### src/rtl/insn_fetch_unit.sv
// Program counter and instruction register for the RV32I core: sequences each
// instruction through FETCH (imem req/ack) and EXECUTE, then computes the next PC.
module insn_fetch_unit #(
  parameter logic [31:0] RESET_PC = 32'h0000_0000,
  parameter logic [31:0] NOP_INSN = 32'h0000_0013
) (
  input  logic        clk,
  input  logic        reset,
  output logic        imem_req,
  output logic [31:0] imem_addr,
  input  logic        imem_ack,
  input  logic [31:0] imem_rdata,
  output logic [31:0] insn,
  output logic        insn_valid,
  output logic [31:0] pc,
  input  logic        pc_next_sel,
  input  logic        pc_alu_sel,
  input  logic [31:0] imm,
  input  logic [31:0] alu_result,
  input  logic        stall,
  output logic        halted,
  output logic [1:0]  dbg_state
);

  // Handshake: imem_req stays high with a stable imem_addr until a cycle in
  // which imem_ack is high; that rising edge captures imem_rdata and ends FETCH.
  typedef enum logic [1:0] {
    ST_FETCH   = 2'd0,
    ST_EXECUTE = 2'd1,
    ST_HALT    = 2'd2
  } state_e;

  state_e      state_q;
  logic [31:0] pc_q;
  logic [31:0] insn_q;
  logic        halted_q;
  logic [31:0] pc_alu_d;
  logic [31:0] target_d;

  always_comb begin
    pc_alu_d = pc_q + (pc_alu_sel ? imm : 32'd4);
    target_d = pc_next_sel ? {alu_result[31:1], 1'b0} : pc_alu_d;
  end

  always_ff @(posedge clk) begin
    if (reset) begin
      state_q  <= ST_FETCH;
      pc_q     <= RESET_PC;
      insn_q   <= NOP_INSN;
      halted_q <= 1'b0;
    end else begin
      case (state_q)
        ST_FETCH: begin
          if (imem_ack) begin
            insn_q  <= imem_rdata;
            state_q <= ST_EXECUTE;
          end
        end
        ST_EXECUTE: begin
          if (!stall) begin
            // A misaligned target freezes the PC at the offending instruction.
            if (target_d[1:0] != 2'b00) begin
              state_q  <= ST_HALT;
              halted_q <= 1'b1;
            end else begin
              pc_q    <= target_d;
              state_q <= ST_FETCH;
            end
          end
        end
        default: begin
          state_q  <= ST_HALT;
          halted_q <= 1'b1;
        end
      endcase
    end
  end

  // Strobes come from registered state only; reset masks them immediately.
  assign imem_req   = (state_q == ST_FETCH) && !reset;
  assign insn_valid = (state_q == ST_EXECUTE) && !reset;
  assign halted     = halted_q && !reset;
  assign imem_addr  = pc_q;
  assign pc         = pc_q;
  assign insn       = insn_q;
  assign dbg_state  = state_q;

endmodule
### config.mk
export PLATFORM = sky130hd
export DESIGN_NAME = insn_fetch_unit
export DESIGN_NICKNAME = d
export VERILOG_FILES = /design/src/rtl/insn_fetch_unit.sv
export SDC_FILE = /design/constraint.sdc
export NUM_CORES = 1
export LEC_CHECK = 0
export ABC_AREA = 0
export BUFFER_PORTS_ARGS = -buffer_cell sky130_fd_sc_hd__buf_4
export CORE_ASPECT_RATIO = 0.75
export CORE_MARGIN = 2
export CORE_UTILIZATION = 53
export CTS_CLUSTER_DIAMETER = 40
export DETAILED_ROUTE_END_ITERATION = 6
export PLACE_DENSITY = 0.87
export SYNTH_ARGS = -nofsm -noshare
export SYNTH_HDL_FRONTEND = slang
export SYNTH_SLANG_ARGS = --single-unit
### constraint.sdc
create_clock -name clk -period 6.6 [get_ports clk]
set_input_delay 0.66 -clock clk [delete_from_list [all_inputs] [get_ports clk]]
set_output_delay 0.66 -clock clk [all_outputs]
set_load 0.05 [all_outputs]
Word-level counts from Yosys, hierarchy flattened. Index checks and enable logic that the tools add are counted.

Register bits after elaboration: 67. Input port bits: 102.

Bitwise gates (word level): 3. Reductions and logical operators: 10. $add $sub $neg: 1. Muxes and demuxes: 9. Equality and inequality tests: 4.

Operators by type and width (number): 2-to-1 mux 32 bit (2); adder 32 bit (1); 2-to-1 mux 2 bit (3); inequality test 2 bit (second input constant) (3); AND reduction 3 bit (2); case mux 2 bit (2 select lines) (1); AND reduction 2 bit (2); logical AND 1 bit (3); NOT 1 bit (3); equality test 2 x 1 -> 1 bit (second input constant) (1); zero test 2 bit (1); 2-to-1 mux 1 bit (2); case mux 1 bit (2 select lines) (1); nonzero test 2 bit (1); zero test 1 bit (1).

Depth between registers and ports, before layout.
Word-level depth: 7. Mapped depth: 13. Mapped depth without buffers: 11.

Worst setup path after synthesis. No wires, ideal clock.

Path kind: input port to flip-flop. Start: input port pc_alu_sel. End: register pc_q[30], in the netlist imem_addr[30]. Setup slack: 3.292 ns. Stages on the path: 12. Arrival: 3.222 ns. Library setup time: 0.086 ns. Buffers on the path: 1. Data required time: 6.514 ns. Cells stage by stage: clkbuf_1 > and2_1 > ha_1 > fa_1 > a21o_1 > a311oi_1 > o211ai_2 > a21oi_2 > a2111oi_4 > o211ai_2 > mux2_4 > a221oi_2.

Cells in the longest elaborated chain, start to end: 6.

Ends and longest elaborated chain: from (decl) (RTL line 17) `input logic pc_alu_sel,`; 2-to-1 mux 32 bit * (RTL line 41) `pc_alu_d = pc_q + (pc_alu_sel ? imm : 32'd4);`; adder 32 bit * (RTL line 41); 2-to-1 mux 32 bit * (RTL line 42) `target_d = pc_next_sel ? {alu_result[31:1], 1'b0} : pc_alu_d;`; nonzero test 2 bit (RTL line 62) `if (target_d[1:0] != 2'b00) begin`; NOT 1 bit (no source line); AND reduction 3 bit (no source line); to (signal assigned) (RTL line 66) `pc_q <= target_d;`; to (decl) (RTL line 34) `logic [31:0] pc_q;`.

Mark *: on every way between the ends. The rest lies on a longest branch, timed or not. A chain may end at the register's enable or synchronous reset.

Worst setup path in the final report.
Start: input port pc_alu_sel. End: register pc_q[8], in the netlist imem_addr[8].

Same word-level chain as after synthesis.

==> flow_metrics.tcl <==
set metrics [dict create \
    cp_slowest_cell "nor3_2" \
    slowest_delay_ps 1030 \
    yosys.area.top_type "dfxtp_1" \
    vias 5155 \
    clock_path_buffers 2 \
    synth.most_common_cell "nand2_1" \
    synth_top_area_frac 0.274 \
    p_leak_nw 2.98 \
    tritoncts "done" \
    die_area_um2 10000 \
    slew_violations 0 \
    cts_made_buffers 9 \
    reg2reg_slack_ps 3460 \
    cp-start-kind "input pin" \
    syn_area_um2 4900 \
    start_util 0.544 \
    cap_violations 0 \
    place_hpwl_um 10700 \
    cp-end-kind "flip-flop" \
    critPathMaxFanout 32 \
    drc_errors 0 \
    worstSetupPathType "in -> reg" \
    fp.dieW_um 115 \
    antenna_found_initial 0 \
    syn_inst 634 \
    drive_gt1_frac 0.312 \
    hold_path.class "reg -> reg" \
    cts.clk_slew.worst_paths_ps 60 \
    drtIter0Drc 269 \
    wl_per_cell_um 16.4 \
    ant_nets 0 \
    power_density_nw_per_um2 207 \
    rsz0062_at_grt "no" \
    status "completed" \
    arrival_ps 3690 \
    tightestPinTransition_ps 1290 \
    hold_viol_final 0 \
    rows 30 \
    synth-edff-count 0 \
    grt_start_max_net_pins 72 \
    grt_pass1_vias 4849 \
    reg2reg_depth 9 \
    ys_types 63 \
    synth_fp_nets 768 \
    fmax_ghz 0.286 \
    period_needed_ps 3500 \
    peakVddDrop_mv 0.197 \
    setup_viol 0 \
    dpl_cell_area_um2 6110 \
    period_share 0.530 \
    hold_path_end "insn[23]" \
    synthArstFlopShare 0 \
    finish.instance_area_um2 6410 \
    layout.nets 914 \
    synth_seq_cells 67 \
    synthTopCellsByArea "dfxtp_1 (27%), nand2_1 (8.7%), ha_1 (7.9%)" \
    cts_sinks 67 \
    first_pass_iters 5 \
    path_cells "buf_4 > and2_1 > ha_1 > fa_1 > nor2_1 > o21ai_1 > nor3_2 > buf_4 > o211ai_1 > o21ai_0 > nor2_1" \
    synth.avg_cell_area_um2 7.73 \
    synth_top_flop_cell "dfxtp_1" \
    rr_endpoint "imem_addr[8]" \
    grt_use_total 0.287 \
    avgViaCountPerCell 5.75 \
    gr-total-overflow 0 \
    cts_hold_buf 0 \
    cts-root-buf "clkbuf_16" \
    final.setup.tns_ps 0 \
    wirelength_um 14700 \
    critPathTopFamily "simple AND/OR/NAND/NOR gates" \
    cts_resized 0 \
    grt_pass1_wl_um 23000 \
    portBuffers 201 \
    worstReg2RegStart "imem_addr[0]" \
    ys_seq_area_frac 0.274 \
    fin_skew_ps 8.32 \
    yosysWarnings 0 \
    diodes 0 \
    slew_headroom 0.137 \
    cts_setup_buffers 0 \
    syn2layout_area_growth_pct 30.8 \
    clock_latency_ps 340 \
    io_pins 203 \
    path_buf_inv 2 \
    required_ps 6790 \
    ctsHtreeMaxLevel 3 \
    die_h_um 87.3 \
    place_congestion 0.909 \
    hold_start "insn[23]" \
    yosys-top-cells-count "nand2_1 (113), a21oi_1 (71), dfxtp_1 (67), nor2_1 (39), buf_4 (33)" \
    hold_depth 2 \
    core_um2 9010 \
]
[where the power goes]
| part | internal [mW] | total [mW] | switching [mW] |
|---|---|---|---|
| Clock | 0.298 | 0.504 | 0.206 |
| Sequential | 0.427 | 0.446 | 0.0184 |
| Combinational | 0.138 | 0.379 | 0.241 |
| Total | 0.863 | 1.33 | 0.465 |
[worst max path at each step]
stage	slack, ps	endpoint	depth (start not counted)	startpoint
final	3100	imem_addr[8]	11	pc_alu_sel
after global routing	2840	imem_addr[8]	11	pc_alu_sel
after CTS	3090	imem_addr[10]	10	pc_alu_sel
after detailed placement	2720	imem_addr[10]	10	pc_alu_sel
after global placement	2830	imem_addr[8]	11	pc_alu_sel
after floorplan	3290	imem_addr[30]	12	pc_alu_sel
[flip-flops by register name, summed over array words and instances, names as in the netlist]
name and cells:
imem_addr 32, insn 32, halted_q 1, dbg_state 2
[per-stage QoR]
| step | setup WS (ps) | power [mW] | hold WS [ps] | util | instances |
|---|---|---|---|---|---|
| 6_report | 3100 | 1.33 | 455 | 0.712 | 897 |
| 3_3_place_gp | 2830 | 0.819 | 443 | 0.678 | 881 |
| 4_1_cts | 3090 | 1.33 | 456 | 0.712 | 897 |
| 3_5_place_dp | 2720 | 0.830 | 447 | 0.678 | 881 |
| 5_1_grt | 2840 | 1.38 | 477 | 0.712 | 897 |
| 2_1_floorplan | 3290 | 0.717 | 672 | - | 634 |
[area by class of cell]
cell class | instances | area [um2]
Tap cell | 112 | 140
Clock inverter | 7 | 80.1
Fill cell | 693 | 2600
Inverter | 5 | 18.8
Clock buffer | 9 | 225
Timing Repair Buffer | 203 | 1520
Sequential cell | 67 | 1340
Multi-Input combinational cell | 494 | 3080
[logic make-up after synthesis]
kind of cell,after synthesis,share of synthesized area
adders and majority gates,32,0.0832
xor gates and xnor gates,25,0.0447
DFF,67,0.274
muxes,9,0.0197
AOI/OAI and AO/OA,184,0.244
and+or+nand+nor,244,0.236
buffers and inverters,73,0.0993
[layout by cell type, fill, tap and decap left out, types with 4 or more instances in the layout]
cell type / synthesis / routed
a211oi_1: 12 / 12
a21o_1: 10 / 10
a21oi_1: 71 / 71
a311oi_1: 7 / 7
a31oi_1: 7 / 7
and2_1: 31 / 31
and3_1: 7 / 7
buf_4: 33 / 203
clkbuf_16: 0 / 9
dfxtp_1: 67 / 67
ha_1: 31 / 31
inv_1: 5 / 5
mux2i_1: 7 / 7
nand2_1: 113 / 113
nand2b_1: 4 / 4
nand3_1: 5 / 5
nand4_1: 8 / 8
nor2_1: 39 / 39
nor3_1: 8 / 7
nor3b_1: 5 / 4
o211ai_1: 6 / 6
o21ai_0: 32 / 32
o21ai_1: 4 / 4
o21bai_1: 5 / 5
or2_2: 4 / 4
or3_1: 8 / 8
xnor2_1: 11 / 11
xor2_1: 14 / 14
[worst register-to-register path: cells and delay by family (launching register included)]
kind                       cells  cell delay, ps
AOI/OAI and AO/OA              3             330
DFF                            1             390
buffers and inverters          1             440
and+or+nand+nor                3            1210
adders and majority gates      2             620
[per-layer routing]
layer	wire length, um	GRT usage	part of all wire
met3	1180	0.0765	0.081
met4	143	0.0734	0.0097
met1	6360	0.371	0.43
met5	0	0	0
met2	6980	0.478	0.48
No activity file was read; power rests on OpenSTA's default activity.
